`config.mk`:
```
export PLATFORM = sky130hd
export DESIGN_NAME = prefix_counter
export DESIGN_NICKNAME = d
export VERILOG_FILES = /design/src/rtl/prefix_counter_pkg.sv /design/src/rtl/prefix_counter_inc_dec.sv /design/src/rtl/prefix_counter.sv
export SDC_FILE = /design/constraint.sdc
export NUM_CORES = 1
export LEC_CHECK = 0
export CAP_MARGIN = 5
export CORE_MARGIN = 10
export CORE_UTILIZATION = 45
export CTS_BUF_LIST = sky130_fd_sc_hd__clkbuf_16
export CTS_CLUSTER_SIZE = 16
export DETAILED_ROUTE_END_ITERATION = 8
export DONT_BUFFER_PORTS = 1
export SLEW_MARGIN = 25
export SYNTH_ARGS = -nofsm -noshare
export SYNTH_HDL_FRONTEND = slang
export SYNTH_SLANG_ARGS = --single-unit
```
`constraint.sdc`:
```
create_clock -name clk_i -period 2.3 [get_ports clk_i]
set_input_delay 0.46 -clock clk_i [delete_from_list [all_inputs] [get_ports clk_i]]
set_output_delay 0.46 -clock clk_i [all_outputs]
set_load 0.005 [all_outputs]
```
`src/rtl/prefix_counter_pkg.sv`:
```
`default_nettype none
// ============================================================================
//  Module      : prefix_counter_pkg
//  Description : Shared types and constants for the prefix_counter block.
//                cnt_dir_e      - count direction as seen on down_i
//                Speed*         - prefix-tree selector values for 'speed'
//  Revision    : 1.0  initial release
// ============================================================================
package prefix_counter_pkg;

  typedef enum logic {
    CntUp   = 1'b0,
    CntDown = 1'b1
  } cnt_dir_e;

  localparam int unsigned SpeedSerial = 0;  // ripple AND chain
  localparam int unsigned SpeedMedium = 1;  // Brent-Kung
  localparam int unsigned SpeedFast   = 2;  // Sklansky

endpackage
`default_nettype wire

```
`src/rtl/prefix_counter_inc_dec.sv`:
```
`default_nettype none
// ============================================================================
//  Module      : inc_dec
//  Description : Combinational +/-1 datapath built on a parallel-prefix AND.
//                The operand is inverted for down counts so a single prefix
//                tree serves both directions; the result is inverted back.
//  Ports       : A        in  width  operand
//                down     in  1      0: A+1, 1: A-1
//                Z        out width  result (wraps modulo 2**width)
//                at_bound out 1      operand sits at the terminal value for
//                                    the selected direction
//  Revision    : 1.0  initial release
// ============================================================================
module inc_dec
  import prefix_counter_pkg::*;
#(
  parameter int unsigned width = 8,
  parameter int unsigned speed = SpeedMedium
) (
  input  logic [width-1:0] A,
  input  logic             down,
  output logic [width-1:0] Z,
  output logic             at_bound
);

  localparam int Levels = $clog2(width);

  // Ripple chain: po[i] = &a[i:0].
  function automatic logic [width-1:0] pa_serial(input logic [width-1:0] a);
    logic [width-1:0] p;
    p = a;
    for (int i = 1; i < width; i++) p[i] = p[i-1] & a[i];
    return p;
  endfunction

  // Brent-Kung: an up-sweep builds power-of-two spans ending at 2^k-1
  // positions, then a down-sweep fills the remaining bits.
  function automatic logic [width-1:0] pa_brent_kung(input logic [width-1:0] a);
    logic [width-1:0] p;
    int j;
    p = a;
    for (int l = 0; (2 << l) <= width; l++) begin
      for (int i = 0; i < width; i++) begin
        if (((i + 1) % (2 << l)) == 0) begin
          j = i - (1 << l);
          if (j < 0) j = 0;
          p[i] = p[i] & p[j];
        end
      end
    end
    for (int l = Levels - 1; l >= 0; l--) begin
      for (int i = 0; i < width; i++) begin
        if ((((i + 1) % (2 << l)) == (1 << l)) && (i >= (2 << l))) begin
          j = i - (1 << l);
          if (j < 0) j = 0;
          p[i] = p[i] & p[j];
        end
      end
    end
    return p;
  endfunction

  // Sklansky: at level l every bit with index bit l set combines with the
  // last bit of the preceding aligned 2^l block.
  function automatic logic [width-1:0] pa_sklansky(input logic [width-1:0] a);
    logic [width-1:0] p;
    int j;
    p = a;
    for (int l = 0; l < Levels; l++) begin
      for (int i = 0; i < width; i++) begin
        if (((i >> l) & 1) == 1) begin
          j = ((i >> l) << l) - 1;
          if (j < 0) j = 0;
          p[i] = p[i] & p[j];
        end
      end
    end
    return p;
  endfunction

  cnt_dir_e         dir;
  logic [width-1:0] opnd;
  logic [width-1:0] po;
  logic [width-1:0] inc;

  assign dir  = cnt_dir_e'(down);
  assign opnd = (dir == CntDown) ? ~A : A;

  if (speed == SpeedSerial) begin : g_serial
    assign po = pa_serial(opnd);
  end else if (speed == SpeedMedium) begin : g_brent_kung
    assign po = pa_brent_kung(opnd);
  end else if (speed == SpeedFast) begin : g_sklansky
    assign po = pa_sklansky(opnd);
  end else begin : g_bad_speed
    $error("inc_dec: speed must be 0, 1 or 2");
    assign po = pa_serial(opnd);
  end

  // Bit i toggles when all lower bits are ones.
  assign inc      = opnd ^ {po[width-2:0], 1'b1};
  assign Z        = (dir == CntDown) ? ~inc : inc;
  assign at_bound = po[width-1];

endmodule
`default_nettype wire

```
`src/rtl/prefix_counter.sv`:
```
`default_nettype none
// ============================================================================
//  Module      : prefix_counter
//  Description : Loadable up/down counter with wrap or saturate behaviour and
//                a registered overflow pulse. Priority clr > load > enable.
//  Ports       : clk_i   in  1      clock, rising edge
//                rst_ni  in  1      asynchronous reset, active low
//                clr_i   in  1      synchronous clear to init
//                load_i  in  1      synchronous load of d_i
//                d_i     in  width  load value
//                en_i    in  1      count enable
//                down_i  in  1      0: up, 1: down
//                q_o     out width  counter value (register output)
//                tc_o    out 1      terminal count for the current direction
//                ovf_o   out 1      one-cycle pulse after a boundary step
//  Revision    : 1.0  initial release
// ============================================================================
module prefix_counter
  import prefix_counter_pkg::*;
#(
  parameter int unsigned     width    = 8,
  parameter int unsigned     speed    = SpeedMedium,
  parameter int unsigned     saturate = 0,
  parameter logic [width-1:0] init    = '0
) (
  input  logic             clk_i,
  input  logic             rst_ni,
  input  logic             clr_i,
  input  logic             load_i,
  input  logic [width-1:0] d_i,
  input  logic             en_i,
  input  logic             down_i,
  output logic [width-1:0] q_o,
  output logic             tc_o,
  output logic             ovf_o
);

  if (width < 2) begin : g_bad_width
    $error("prefix_counter: width must be at least 2");
  end

  logic [width-1:0] q_q, q_d;
  logic             ovf_q, ovf_d;
  logic [width-1:0] step;
  logic             at_bound;

  inc_dec #(
    .width(width),
    .speed(speed)
  ) u_inc_dec (
    .A       (q_q),
    .down    (down_i),
    .Z       (step),
    .at_bound(at_bound)
  );

  // d_i and down_i only reach q_d on the branches that use them, so X on
  // an unused input cannot leak into the register.
  always_comb begin
    q_d   = q_q;
    ovf_d = 1'b0;
    if (clr_i) begin
      q_d = init;
    end else if (load_i) begin
      q_d = d_i;
    end else if (en_i) begin
      ovf_d = at_bound;
      // In saturate mode a boundary step keeps the current (bound) value.
      if (!((saturate != 0) && at_bound)) q_d = step;
    end
  end

  always_ff @(posedge clk_i or negedge rst_ni) begin
    if (!rst_ni) begin
      q_q   <= init;
      ovf_q <= 1'b0;
    end else begin
      q_q   <= q_d;
      ovf_q <= ovf_d;
    end
  end

  assign q_o   = q_q;
  assign ovf_o = ovf_q;
  assign tc_o  = at_bound;

endmodule
`default_nettype wire

```
==> key figures <==
Cells and area
  – Filler cell count in the final layout: 141
  – Fraction of final layout cells sized beyond drive strength 1: 0.1282
  – Area Growth Syn to Fin: 10.54%
  – Number of nets in the final layout: 97
  – Count of inserted antenna diode cells: 0

Worst setup path
  – Worst EP arrival: 1.66 ns
  – Critical path capture point type: primary output
  – Required arrival time at the worst endpoint: roughly 1.8 ns
  – Critical register-to-register path startpoint: q_o[0]
  – Max Fanout on Critical Path: 4
  – Kind of critical path: flop to primary output
  – Slack of the worst reg-to-reg path: approximately 0.19 ns
  – Cell depth of the worst flop-to-flop path: 9
  – Worst R2R End: q_o[6]
  – Crit start category: flop

Timing
  – Total setup violations reported at the end of the flow: 0
  – Relative slew slack: 0.7225
  – Slew of the pin with the lowest slew margin: 0.4149 ns
  – Final critical delay including setup and external delays: 2.121 ns
  – Post-route setup TNS: 0 ns
  – Final hold vios: 0
  – Maximum clock rate: 471.4 MHz
  – Clock Skews: 0.0006809 ns
  – Pins over their slew limit: 0
  – Final clock period utilization by the worst path: 0.9223
  – Final worst slack: 0.1787 ns
  – Setup repair after global routing missed its margin: false

Detailed routing
  – DRC violation total after the first TritonRoute iteration: 7
  – Number of vias per cell after detailed routing: 5.255
  – Iteration count of the initial detailed-routing pass: 4
  – Total vias in the final route: 494
  – ANT nets after route: 0
  – Wire length per cell after detailed routing: 15.29 µm
  – Detailed-route DRC error count: 0
  – Wire length after detailed routing: 1437 µm

Clock network
  – Clock tree from TritonCTS: yes
  – Post-cts gate resize count: 0
  – H-Tree Level Count: 1
  – Hold-fix buffer count after cts: 1
  – Root cell of the clock tree: sky130_fd_sc_hd__clkbuf_16
  – Number of buffers inserted to repair setup after CTS: 0
  – Inserted Clock Buffers: 3
  – Reg clk slew, reported paths: approximately 0.040 ns
  – Clock sink count: 9
  – Worst-case clock buffer depth: 2
  – Later-pin clock latency in the skew report: approximately 0.23 ns

Floorplan
  – Top-level port count: 24
  – Standard-cell rows: 14
  – Height of the die: 59.78 µm
  – DIE AREA: 3573 µm²
  – Horizontal die dimension: between 50 and 60 µm
  – Effective utilization at floorplan: 0.4726
  – Core area: 1506 µm²

Placement
  – Final estimated routing congestion in global placement: around 0.64
  – Count of port buffers added during placement: 0
  – Worst-case setup slack after placement: 0.1595 ns
  – Hpwl dp: 1139 µm

Power and ir drop
  – Net switching power: 126.8 µW
  – Relative contribution of sequential cells to total power: 0.327
  – Leakage: 0.3863 nW
  – Relative contribution of the clock network to total power: 0.505
  – P_int: 451.4 µW
  – Switching fraction of total power: 0.2193
  – Post-route total power: 578.2 µW
  – Peak supply drop: 0.0005245 V
  – Part of the total power dissipated in combinational logic: 0.168
  – Cell Pwr Density: 734.6 nW/µm²

Logic synthesis
  – Synthesized netlist net count: 96
  – Synth top area cells: sky130_fd_sc_hd__dfrtp_1 32%, sky130_fd_sc_hd__xnor2_1 8.6%, sky130_fd_sc_hd__xor2_1 7.4%, sky130_fd_sc_hd__ha_1 7.0%, sky130_fd_sc_hd__a21oi_1 5.6%
  – Cell type contributing the most total cell area after synthesis: sky130_fd_sc_hd__dfrtp_1
  – Library cells used by synthesis: 21
  – Number of warnings printed during yosys synthesis: 0
  – Most used flip-flop cell after synthesis: sky130_fd_sc_hd__dfrtp_1
  – Netlist area before placement: around 710 µm²
  – Avg Inst Size Synth: 9.127 µm²
  – Seq/Total Area, Yosys: 0.3163
  – Yosys reg bits: 9
  – Number of standard cells after synthesis: 78
  – Fraction of synthesized cell area taken by the top area cell type: 0.3163
  – Number of synthesized flops with an enable pin: 0
  – Share of async-settable or async-resettable flops after synthesis: 1.000

Global route
  – Maximum number of pins on one net before global-route repair: 17
  – Global-route congestion overflow total: 0
  – Antenna violations before repair: 0
  – Total global routing track utilization: 0.07986
  – Number of global-route vias before repair: 496
  – Global-route wire length before repair: 2263 µm

Worst hold path
  – Depth of the worst hold-timing path: 1
  – Worst-case hold path end point: q_o[6]
  – Kind of path behind the tightest hold check: input pin to flop
  – Min-delay src: clr_i

Job
  – # Max-Cap Violations: 0

Status
  – Run status: complete, no violations
## routing by layer
metal	share of wire	global-route usage	up-vias
met5	0	0	-
met4	0.0070	0.03846	0
met3	0.061	0.02966	2
met2	0.47	0.1221	10
met1	0.46	0.09553	224
li1	-	-	258
## registers in the layout (all words and copies together) (netlist names)
register and flops:
ovf_o 1, q_o 8
## through the flow
stage                 util  hold WS, ns  cells  instance area (µm²)
finish              0.5224       0.2895     94                787.0
global route        0.5224       0.2840     94                787.0
CTS                 0.5224       0.2870     94                787.0
detailed placement  0.4635       0.1646     89                698.2
global placement    0.4635       0.1647     89                698.2
floorplan                -       0.1644     78                718.2
## how the worst max path moves through the flow
| stage | startpoint | to | cells past startpoint |
|---|---|---|---|
| after floorplan | down_i | q_o[6] | 11 |
| after global placement | down_i | q_o[6] | 9 |
| after detailed placement | down_i | q_o[6] | 9 |
| after CTS | q_o[0] | tc_o | 6 |
| after global routing | q_o[0] | q_o[6] | 9 |
| final | q_o[0] | tc_o | 6 |
## cell families (layout without fill, tap and decap cells)
| logic type | after synthesis | after routing | share of synthesized area |
|---|---|---|---|
| flops | 9 | 9 | 0.3164 |
| mux | 1 | 1 | 0.01406 |
| xor+xnor | 13 | 13 | 0.1599 |
| simple gates | 24 | 24 | 0.1881 |
| fa+ha+maj | 4 | 4 | 0.07030 |
| compound gates | 17 | 17 | 0.1687 |
| buf+inv | 10 | 10 | 0.08259 |
## final cells by class
class,count,area (µm²),share of cell area
Tap cell,16,20.02,0.02544
Clock buffer,3,75.07,0.09539
Timing Repair Buffer,2,17.52,0.02226
Sequential cell,9,225.2,0.2862
Inverter,4,15.01,0.01908
Clock inverter,1,3.754,0.004769
Multi-Input combinational cell,59,430.4,0.5469
## power by group through the flow
stage / clock network [mW] / registers, mW / logic [mW]
after floorplan: 0 / 0.186 / 0.0988
after global placement: 0 / 0.191 / 0.0920
after detailed placement: 0 / 0.192 / 0.0928
after CTS: 0.299 / 0.190 / 0.0987
after global routing: 0.310 / 0.191 / 0.110
final: 0.292 / 0.189 / 0.0973
## worst max-delay path: stages, from the launching register on
cell	delay, ns
sky130_fd_sc_hd__dfrtp_1	0.42
sky130_fd_sc_hd__xor2_1	0.18
sky130_fd_sc_hd__ha_2	0.25
sky130_fd_sc_hd__and4bb_2	0.24
sky130_fd_sc_hd__a2bb2oi_2	0.06
sky130_fd_sc_hd__buf_4	0.14
sky130_fd_sc_hd__nor2_1	0.15
## placed cells by master, fill, tap and decap left out
| cell | instances |
|---|---|
| sky130_fd_sc_hd__mux2i_1 | 1 |
| sky130_fd_sc_hd__inv_1 | 5 |
| sky130_fd_sc_hd__nand2_1 | 9 |
| sky130_fd_sc_hd__nor2_1 | 10 |
| sky130_fd_sc_hd__dlygate4sd3_1 | 1 |
| sky130_fd_sc_hd__nor3_2 | 1 |
| sky130_fd_sc_hd__ha_1 | 3 |
| sky130_fd_sc_hd__a2bb2oi_2 | 1 |
| sky130_fd_sc_hd__and3b_2 | 1 |
| sky130_fd_sc_hd__and2_1 | 1 |
| sky130_fd_sc_hd__nand4b_4 | 1 |
| sky130_fd_sc_hd__a211o_1 | 4 |
| sky130_fd_sc_hd__xnor2_1 | 7 |
| sky130_fd_sc_hd__dfrtp_1 | 9 |
| sky130_fd_sc_hd__a21oi_1 | 8 |
| sky130_fd_sc_hd__clkbuf_16 | 3 |
| sky130_fd_sc_hd__ha_2 | 1 |
| sky130_fd_sc_hd__buf_4 | 1 |
| sky130_fd_sc_hd__o21a_1 | 4 |
| sky130_fd_sc_hd__and4bb_2 | 1 |
| sky130_fd_sc_hd__xor2_1 | 6 |
## synthesized netlist by cell type, types with 2 or more instances
master,n
sky130_fd_sc_hd__xor2_1,6
sky130_fd_sc_hd__o21a_1,4
sky130_fd_sc_hd__dfrtp_1,9
sky130_fd_sc_hd__nor2_1,10
sky130_fd_sc_hd__clkbuf_1,2
sky130_fd_sc_hd__a211o_1,4
sky130_fd_sc_hd__xnor2_1,7
sky130_fd_sc_hd__ha_1,4
sky130_fd_sc_hd__inv_1,4
sky130_fd_sc_hd__buf_2,2
sky130_fd_sc_hd__a21oi_1,8
sky130_fd_sc_hd__nand2_1,9
Power figures use the tool's default switching activity.
